### config.mk
export PLATFORM = sky130hd
export DESIGN_NAME = dmem_arbiter
export DESIGN_NICKNAME = d
export VERILOG_FILES = /design/src/rtl/dmem_arbiter.sv
export SDC_FILE = /design/constraint.sdc
export NUM_CORES = 1
export LEC_CHECK = 0
export ABC_CLOCK_PERIOD_IN_PS = 2180
export BUFFER_PORTS_ARGS = -buffer_cell sky130_fd_sc_hd__buf_4
export CAP_MARGIN = 10
export CORE_ASPECT_RATIO = 0.9
export CORE_MARGIN = 8
export CORE_UTILIZATION = 35
export DETAILED_ROUTE_END_ITERATION = 7
export PLACE_DENSITY = 0.77
export SYNTH_ARGS = -nofsm -noshare
export SYNTH_HDL_FRONTEND = slang
export SYNTH_SLANG_ARGS = --single-unit
### constraint.sdc
create_clock -name clk -period 2.18 [get_ports clk]
set_clock_uncertainty 0.1 [all_clocks]
set_input_delay 0.545 -clock clk [delete_from_list [all_inputs] [get_ports clk]]
set_output_delay 0.545 -clock clk [all_outputs]
set_load 0.05 [all_outputs]
### src/rtl/dmem_arbiter.sv
// Two-port round-robin arbiter in front of a single-port data memory.
// Bounded bursts per owner; read data registered per port with a one-cycle valid pulse.

module dmem_rd_port #(
  parameter int DATA_W = 32
) (
  input  logic              clk,
  input  logic              rst_n,
  input  logic              rd_fire,
  input  logic [DATA_W-1:0] mem_rdata,
  output logic              rvalid,
  output logic [DATA_W-1:0] rdata
);
  logic              rvalid_q, rvalid_d;
  logic [DATA_W-1:0] rdata_q, rdata_d;

  always_comb begin
    rvalid_d = rd_fire;
    rdata_d  = rd_fire ? mem_rdata : rdata_q;
  end

  always_ff @(posedge clk or negedge rst_n) begin
    if (!rst_n) begin
      rvalid_q <= 1'b0;
      rdata_q  <= '0;
    end else begin
      rvalid_q <= rvalid_d;
      rdata_q  <= rdata_d;
    end
  end

  assign rvalid = rvalid_q;
  assign rdata  = rdata_q;
endmodule

module dmem_arbiter #(
  parameter int ADDR_W    = 32,
  parameter int DATA_W    = 32,
  parameter int MAX_BURST = 4
) (
  input  logic              clk,
  input  logic              rst_n,
  input  logic              m0_req,
  input  logic              m0_we,
  input  logic [ADDR_W-1:0] m0_addr,
  input  logic [DATA_W-1:0] m0_wdata,
  output logic              m0_gnt,
  output logic              m0_rvalid,
  output logic [DATA_W-1:0] m0_rdata,
  input  logic              m1_req,
  input  logic              m1_we,
  input  logic [ADDR_W-1:0] m1_addr,
  input  logic [DATA_W-1:0] m1_wdata,
  output logic              m1_gnt,
  output logic              m1_rvalid,
  output logic [DATA_W-1:0] m1_rdata,
  output logic [ADDR_W-1:0] mem_addr,
  output logic [DATA_W-1:0] mem_wdata,
  output logic              mem_rw,
  input  logic [DATA_W-1:0] mem_rdata
);
  localparam int NUM_PORTS = 2;
  localparam int CNT_W     = $clog2(MAX_BURST + 1);
  localparam logic [CNT_W-1:0] MAX_CNT = CNT_W'(MAX_BURST);
  localparam logic [CNT_W-1:0] ONE_CNT = CNT_W'(1);

  typedef enum logic [1:0] {IDLE, OWN0, OWN1} state_e;

  state_e           state_q, state_d;
  logic             last_q, last_d;
  logic [CNT_W-1:0] cnt_q, cnt_d;

  logic [NUM_PORTS-1:0]             req, we, gnt, rvalid;
  logic [NUM_PORTS-1:0][ADDR_W-1:0] addr;
  logic [NUM_PORTS-1:0][DATA_W-1:0] wdata, rdata;
  logic                             own_vld, own, cont, sel;

  assign req   = {m1_req, m0_req};
  assign we    = {m1_we, m0_we};
  assign addr  = {m1_addr, m0_addr};
  assign wdata = {m1_wdata, m0_wdata};

  // Owner keeps the memory while requesting, unless its burst is spent and the other waits.
  always_comb begin
    gnt     = '0;
    cont    = 1'b0;
    own_vld = (state_q != IDLE);
    own     = (state_q == OWN1);
    if (rst_n) begin
      if (own_vld && req[own] && ((cnt_q < MAX_CNT) || !req[~own])) begin
        gnt[own] = 1'b1;
        cont     = 1'b1;
      end else if (&req) begin
        gnt[~last_q] = 1'b1;
      end else begin
        gnt = req;
      end
    end
  end

  always_ff @(posedge clk or negedge rst_n) begin
    if (!rst_n) begin
      state_q <= IDLE;
      last_q  <= 1'b1;
      cnt_q   <= '0;
    end else begin
      state_q <= state_d;
      last_q  <= last_d;
      cnt_q   <= cnt_d;
    end
  end

  always_comb begin
    state_d = IDLE;
    last_d  = last_q;
    cnt_d   = '0;
    if (gnt[0])      state_d = OWN0;
    else if (gnt[1]) state_d = OWN1;
    if (|gnt) begin
      last_d = gnt[1];
      // A continuing owner that ran a full burst uncontested starts a fresh burst.
      if (cont) cnt_d = (cnt_q == MAX_CNT) ? ONE_CNT : cnt_q + ONE_CNT;
      else      cnt_d = ONE_CNT;
    end
  end

  always_comb begin
    sel       = gnt[1];
    mem_addr  = '0;
    mem_wdata = '0;
    mem_rw    = 1'b0;
    if (|gnt) begin
      mem_addr  = addr[sel];
      mem_wdata = wdata[sel];
      mem_rw    = we[sel];
    end
  end

  for (genvar p = 0; p < NUM_PORTS; p++) begin : g_port
    dmem_rd_port #(.DATA_W(DATA_W)) u_rd (
      .clk       (clk),
      .rst_n     (rst_n),
      .rd_fire   (gnt[p] & ~we[p]),
      .mem_rdata (mem_rdata),
      .rvalid    (rvalid[p]),
      .rdata     (rdata[p])
    );
  end

  assign m0_gnt    = gnt[0];
  assign m1_gnt    = gnt[1];
  assign m0_rvalid = rvalid[0];
  assign m1_rvalid = rvalid[1];
  assign m0_rdata  = rdata[0];
  assign m1_rdata  = rdata[1];
endmodule

**After elaboration in Yosys (flattened, before gate mapping)**

Index checks and enable logic that the tools add are counted.

- Word-level logic and storage cells: 59
- Bits in registers: 72
- Bits of input ports: 166
- Bits in latches: 0
- Output and inout bits: 133
- Memory bits (writable): 0
- Memories kept: 0
- Memory bits (read-only): 0

- Shifts and indexed selects: 0
- Muxes and demuxes: 27
- Multiply operators: 0
- Reduce and logical (&&, ||, !) cells: 9
- Div/mod/pow operators: 0
- Bitwise operators: 6
- Add/subtract/negate cells: 1
- Order comparisons: 7
- Eq/ne operators: 2

Operator list:

| operator | count |
|---|---|
| $mux W32 | 6 |
| $mux W1 | 11 |
| $mux W2 | 5 |
| $mux W3 | 3 |
| $lt A1 B2 Y1 const B | 4 |
| $logic_and A1 B1 Y1 | 4 |
| $not A1 Y1 | 4 |
| $add A3 B1 Y3 const B | 1 |
| $eq A3 B3 Y1 const B | 1 |
| $lt A3 B3 Y1 const B | 1 |
| $and A1 B1 Y1 | 2 |
| $demux W1 S1 | 2 |
| $eq A2 B2 Y1 const B | 1 |
| $ge A1 B1 Y1 const B | 2 |
| $reduce_and A2 Y1 | 1 |
| $reduce_bool A2 Y1 | 1 |
| $reduce_or A2 Y1 | 1 |
| $logic_not A1 Y1 | 1 |
| $logic_or A1 B1 Y1 | 1 |

**Longest topological paths before layout**

- Depth after elaboration: 12
- Mapped depth: 6
- Mapped depth without buffers: 5

**Modules after synthesis**

Synthesis repeated with hierarchy kept, for this count alone.

- Cell total of the unflattened synthesis: 492
- Area total of the unflattened synthesis: 5,127.4 µm²

Modules (own cells, without submodules):

| module | cells an instance | area an instance (µm²) | instances | sequential area each (µm²) |
|---|---|---|---|---|
| dmem_rd_port | 69 | 1,370.1 | 2 | 825.8 |
| dmem_arbiter | 354 | 2,387.3 | 1 | 151.4 |

**Least setup slack after synthesis**

OpenSTA, ideal clock, no wires.

- Kind: input to output
- Start point: input port m0_req
- End point: output port mem_addr[0]
- Path buffers: 1
- Path slack: -0.762 ns
- Required time: 1.535 ns
- Arrival time: 2.297 ns
- Stages on the path: 4
- Cell sequence: and3b_1 -> a311oi_2 -> clkbuf_1 -> a22o_1

- Word-level cells in the longest chain between the ends: 10
- Elaborated cells on any way between the ends: 16
- Classes of those cells: mux: 10; reduce/logical: 6

Ends and longest elaborated chain:

| what | RTL line | text |
|---|---|---|
| start: declaration | 43 | `input logic m0_req,` |
| $mux W1 (not written as such) (2 in a row) | 90 | `if (own_vld && req[own] && ((cnt_q < MAX_CNT) \|\| !req[~own])) begin` |
| $logic_not A1 Y1 | 90 |  |
| $logic_or A1 B1 Y1 | 90 |  |
| $logic_and A1 B1 Y1 | 90 |  |
| $mux W2 (*) | 90 |  |
| $mux W2 (*) | 89 | `if (rst_n) begin` |
| net m1_gnt | 54 | `output logic m1_gnt,` |
| $mux W32 (not written as such) (2 in a row) | 133 | `mem_addr = addr[sel];` |
| $mux W32 (*) | 132 | `if (\|gnt) begin` |
| end: declaration | 57 | `output logic [ADDR_W-1:0] mem_addr,` |

Mark *: on every way through the listed nets, which the timed path passes. The rest lies on a longest branch. The select of a mux whose other input is x is not followed.

**Worst setup path after layout**

- Start point: register state_q[0]
- End point: output port mem_wdata[24]

- Word-level cells in the longest chain between the ends: 11
- Elaborated cells on any way between the ends: 21
- Classes of those cells: order compare: 2; eq/ne: 1; mux: 11; reduce/logical: 7

Ends and longest elaborated chain:

| what | RTL line | text |
|---|---|---|
| start: declaration | 69 | `state_e state_q, state_d;` |
| start signal: assignment | 107 | `state_q <= state_d;` |
| branches (longest 6 deep; another with $lt A1 B2 Y1) | -- |  |
| $mux W2 (*) | 90 |  |
| $mux W2 (*) | 89 |  |
| $mux W32 (not written as such) (2 in a row) | 134 | `mem_wdata = wdata[sel];` |
| $mux W32 (*) | 132 |  |
| end: declaration | 58 | `output logic [DATA_W-1:0] mem_wdata,` |

Mark *: on every way between the ends. The select of a mux whose other input is x is not followed.

==> qor.csv <==
stage;metric;value;unit
cells_and_area;Layout fillers;604;
worst_setup_path;worst-path maximum fanout;6;
worst_setup_path;CP most frequent cell;buf_8;
die;Horiz. Die Dim;120.5;µm
sta;Final Hold Viols;0;
global_routing;Overflow after GRT;0;
place;I/O Buffers;298;
yosys;Mapped Nets;421;
yosys;distinct cell type count after synthesis;27;
cells_and_area;area of the multi-input gates;2131;µm²
hold_path;worst hold-check path type;input port to register;
yosys;synthesis-stage register bit count;72;
die;Initial Util;0.3578;
status;status;finished, violations left;
place;Post-DP Area;6435;µm²
worst_setup_path;Buf/Inv on CP;4;
cells_and_area;Final Util;0.7816;
yosys;sequential share of the synthesized area;0.5242;
die;Core ar.;9614;µm²
detailed_routing;vias after detailed routing;3655;
yosys;synth warn;0;
place;RD Place Congestion;0.9398;
yosys;Syn Inst Count;253;
worst_setup_path;slowest stage delay, CP;0.40;ns
clock_network;clk_lat worst skew;0.34;ns
clock_network;number of CTS-inserted buffers;9;
sta;Worst Tran Pin Value;0.8795;ns
yosys;Synth area leader;dfrtp_1;
power;peak supply drop;0.8195;mV
detailed_routing;first-pass iteration count of the detailed router;4;
hold_path;Hold Path Cell Cnt;2;
sta;hold_ws;0.3217;ns
clock_network;clock buffer depth;2;
yosys;Area contributors post-synth;dfrtp_1 52%, mux2_1 19%, a22o_1 17%;
clock_network;Clock Tree Root;clkbuf_8;
detailed_routing;drt total wl;17960;µm
cells_and_area;Syn-to-layout area delta;118.5;%
sta;highest clock rate;373.4;MHz
worst_setup_path;R2R Setup Slk;-0.18;ns
worst_setup_path;slowest CP cell;dfrtp_1;
sta;RSZ-0062 raised after global routing;true;
place;post-detail-place hpwl;12700;µm
detailed_routing;per-cell routed wire length;25.12;µm
worst_setup_path;crit path kind;register to output pin;
yosys;mapped cell area;3440;µm²
power;P_leak;3.798;nW
worst_setup_path;critical path required time;1.53;ns
global_routing;first-pass GRT wire length;24040;µm
worst_setup_path;Worst R2R Path Depth;7;
yosys;Synth top area share;0.5166;
detailed_routing;Routed Antenna Nets;0;
clock_network;clock sinks;72;
worst_setup_path;startpoint types;register;
global_routing;number of global-route vias before repair;3952;
sta;setup violators final;131;
detailed_routing;DR vias/cell;5.112;
status;failing checks;setup timing;
sta;max_slew headroom;0.4137;
clock_network;H-tree depth reported by CTS;3;
power;pwr/cell area;883.8;nW/µm²
clock_network;CTS tree;built;
die;full die area;13260;µm²
sta;post-layout min period;2.678;ns
global_routing;antenna violations before repair;1;
die;Cell Rows;34;
clock_network;Worst-path clk slew;0.08;ns
cells_and_area;final instance area;7515;µm²
sta;final setup margin;-0.4985;ns
cells_and_area;Layout Nets;751;
die;die height;110.0;µm
detailed_routing;initial DRC count;184;
detailed_routing;residual DRC count;0;
worst_setup_path;cell family with most CP delay;buffers and inverters;
sta;period utilisation layout;1.229;
global_routing;largest net degree at the start of global routing;72;
die;io pins;299;
worst_setup_path;Crit. End Element;output pin;
worst_setup_path;critical-path cell list;and4bb_2 -> a311oi_4 -> buf_6 -> buf_8 -> clkbuf_16 -> a22o_4 -> buf_8;
worst_setup_path;critical path depth in cells;7;
worst_setup_path;WP data arrival;2.03;ns
global_routing;all-layer global routing usage;0.2387;
cells_and_area;layout cell share with drive strength beyond 1;0.7653;
cells_and_area;register area;1803;µm²
sta;Slew Viols, Final;0;
yosys;Post-Syn Area per Cell;13.60;µm²
flow_run;Max-Cap Viols;0;
worst reg2reg max path: cells and delay by family, from the launching register on:
kind | cells | cell delay [ns]
buffers and inverters | 3 | 0.69
AOI/OAI and AO/OA | 1 | 0.28
and+or+nand+nor | 2 | 0.42
muxes | 1 | 0.33
DFF | 1 | 0.42
per-stage QoR:
| step | setup slack, ns | std cells | TNS, ns | total power (W) |
|---|---|---|---|---|
| after floorplan | -0.1251 | 253 | -5.797 | 0.003877 |
| after global placement | -0.3592 | 675 | -39.20 | 0.004994 |
| after detailed placement | -0.4093 | 675 | -45.23 | 0.005062 |
| after CTS | -0.4572 | 706 | -34.67 | 0.006594 |
| after global routing | -0.5611 | 715 | -48.22 | 0.006882 |
| final | -0.4985 | 715 | -38.30 | 0.006641 |
synth_stat cells:
master and number:
a21oi_1 1, a22o_1 65, a311oi_1 1, a311oi_2 2, a31oi_1 1, and2_1 1, and3_1 1, and3b_1 1
and4bb_1 1, buf_2 9, buf_6 6, clkbuf_1 7, dfrtp_1 71, dfstp_2 1, ha_1 2, inv_1 4
mux2_1 58, mux2_2 6, mux2i_1 1, nand2_1 3, nand2b_1 2, nor2_1 2, nor2b_1 2, nor3_1 1
nor4_1 1, o21ai_0 2, o2bb2ai_1 1
power by group:
group	total (W)	switching (W)	internal, W
combinational	0.00352	0.00217	0.00135
sequential	0.00184	0.000183	0.00166
clock	0.00128	0.000486	0.000792
total	0.00664	0.00284	0.00380
layout make-up:
type	count	area share
antenna	1	0.0003330
clock buffer	11	0.01881
clock inverter	5	0.01382
inverter	4	0.001998
multi-input combinational	155	0.2835
sequential	72	0.2399
tap	126	0.02098
timing repair buffer	341	0.4206
logic make-up after synthesis:
group	share of synthesized area
flops	0.5242
compound gates	0.1855
fa+ha+maj	0.007274
simple gates	0.02583
mux	0.2124
buf+inv	0.04474
final timing paths:
path	startpoint	end
setup / recovery	state_q[0]	mem_wdata[24]
hold / removal	mem_rdata[19]	g_port[0].u_rd.rdata[19]
setup reg to reg	state_q[0]	g_port[1].u_rd.rdata[11]
min in group asynchronous	rst_n	cnt_q[2]
max in group asynchronous	rst_n	g_port[0].u_rd.rdata[7]
hold reg to reg	g_port[1].u_rd.rdata[30]	g_port[1].u_rd.rdata[30]
placed cells by master, fill, tap and decap left out, types with 3 or more instances in the layout:
master	count
buf_4	269
a22o_4	58
buf_6	24
mux2_2	3
clkbuf_16	4
bufinv_16	3
inv_1	4
dfrtp_1	71
clkbuf_8	10
buf_8	27
nand2_1	3
mux2_4	20
buf_12	12
a22o_2	7
buf_16	3
mux2_1	41
flip-flops by register name, indices dropped and copies added, names as in the netlist:
signal and flops:
cnt_q 3, g_port.u_rd.rdata 64, g_port.u_rd.rvalid 2, last_q 1
state_q 2
metal layers:
layer	global-route usage	up-vias	share of wire	routed length [µm]
li1	-	1631	-	-
met5	0	-	0	0
met1	0.2661	1826	0.36	6478
met4	0.07569	0	0.027	483
met3	0.06874	28	0.067	1207
met2	0.4348	170	0.55	9791
repair_timing:
item                       4_1_cts  5_1_grt
hold buffers                     1        0
hold endpoints to repair         1        0
setup endpoints to repair      131      131
resized for setup               96       22
pin swaps                        3        1
setup buffers                    9        5
gates cloned                     5        4
Power figures use the tool's default switching activity.
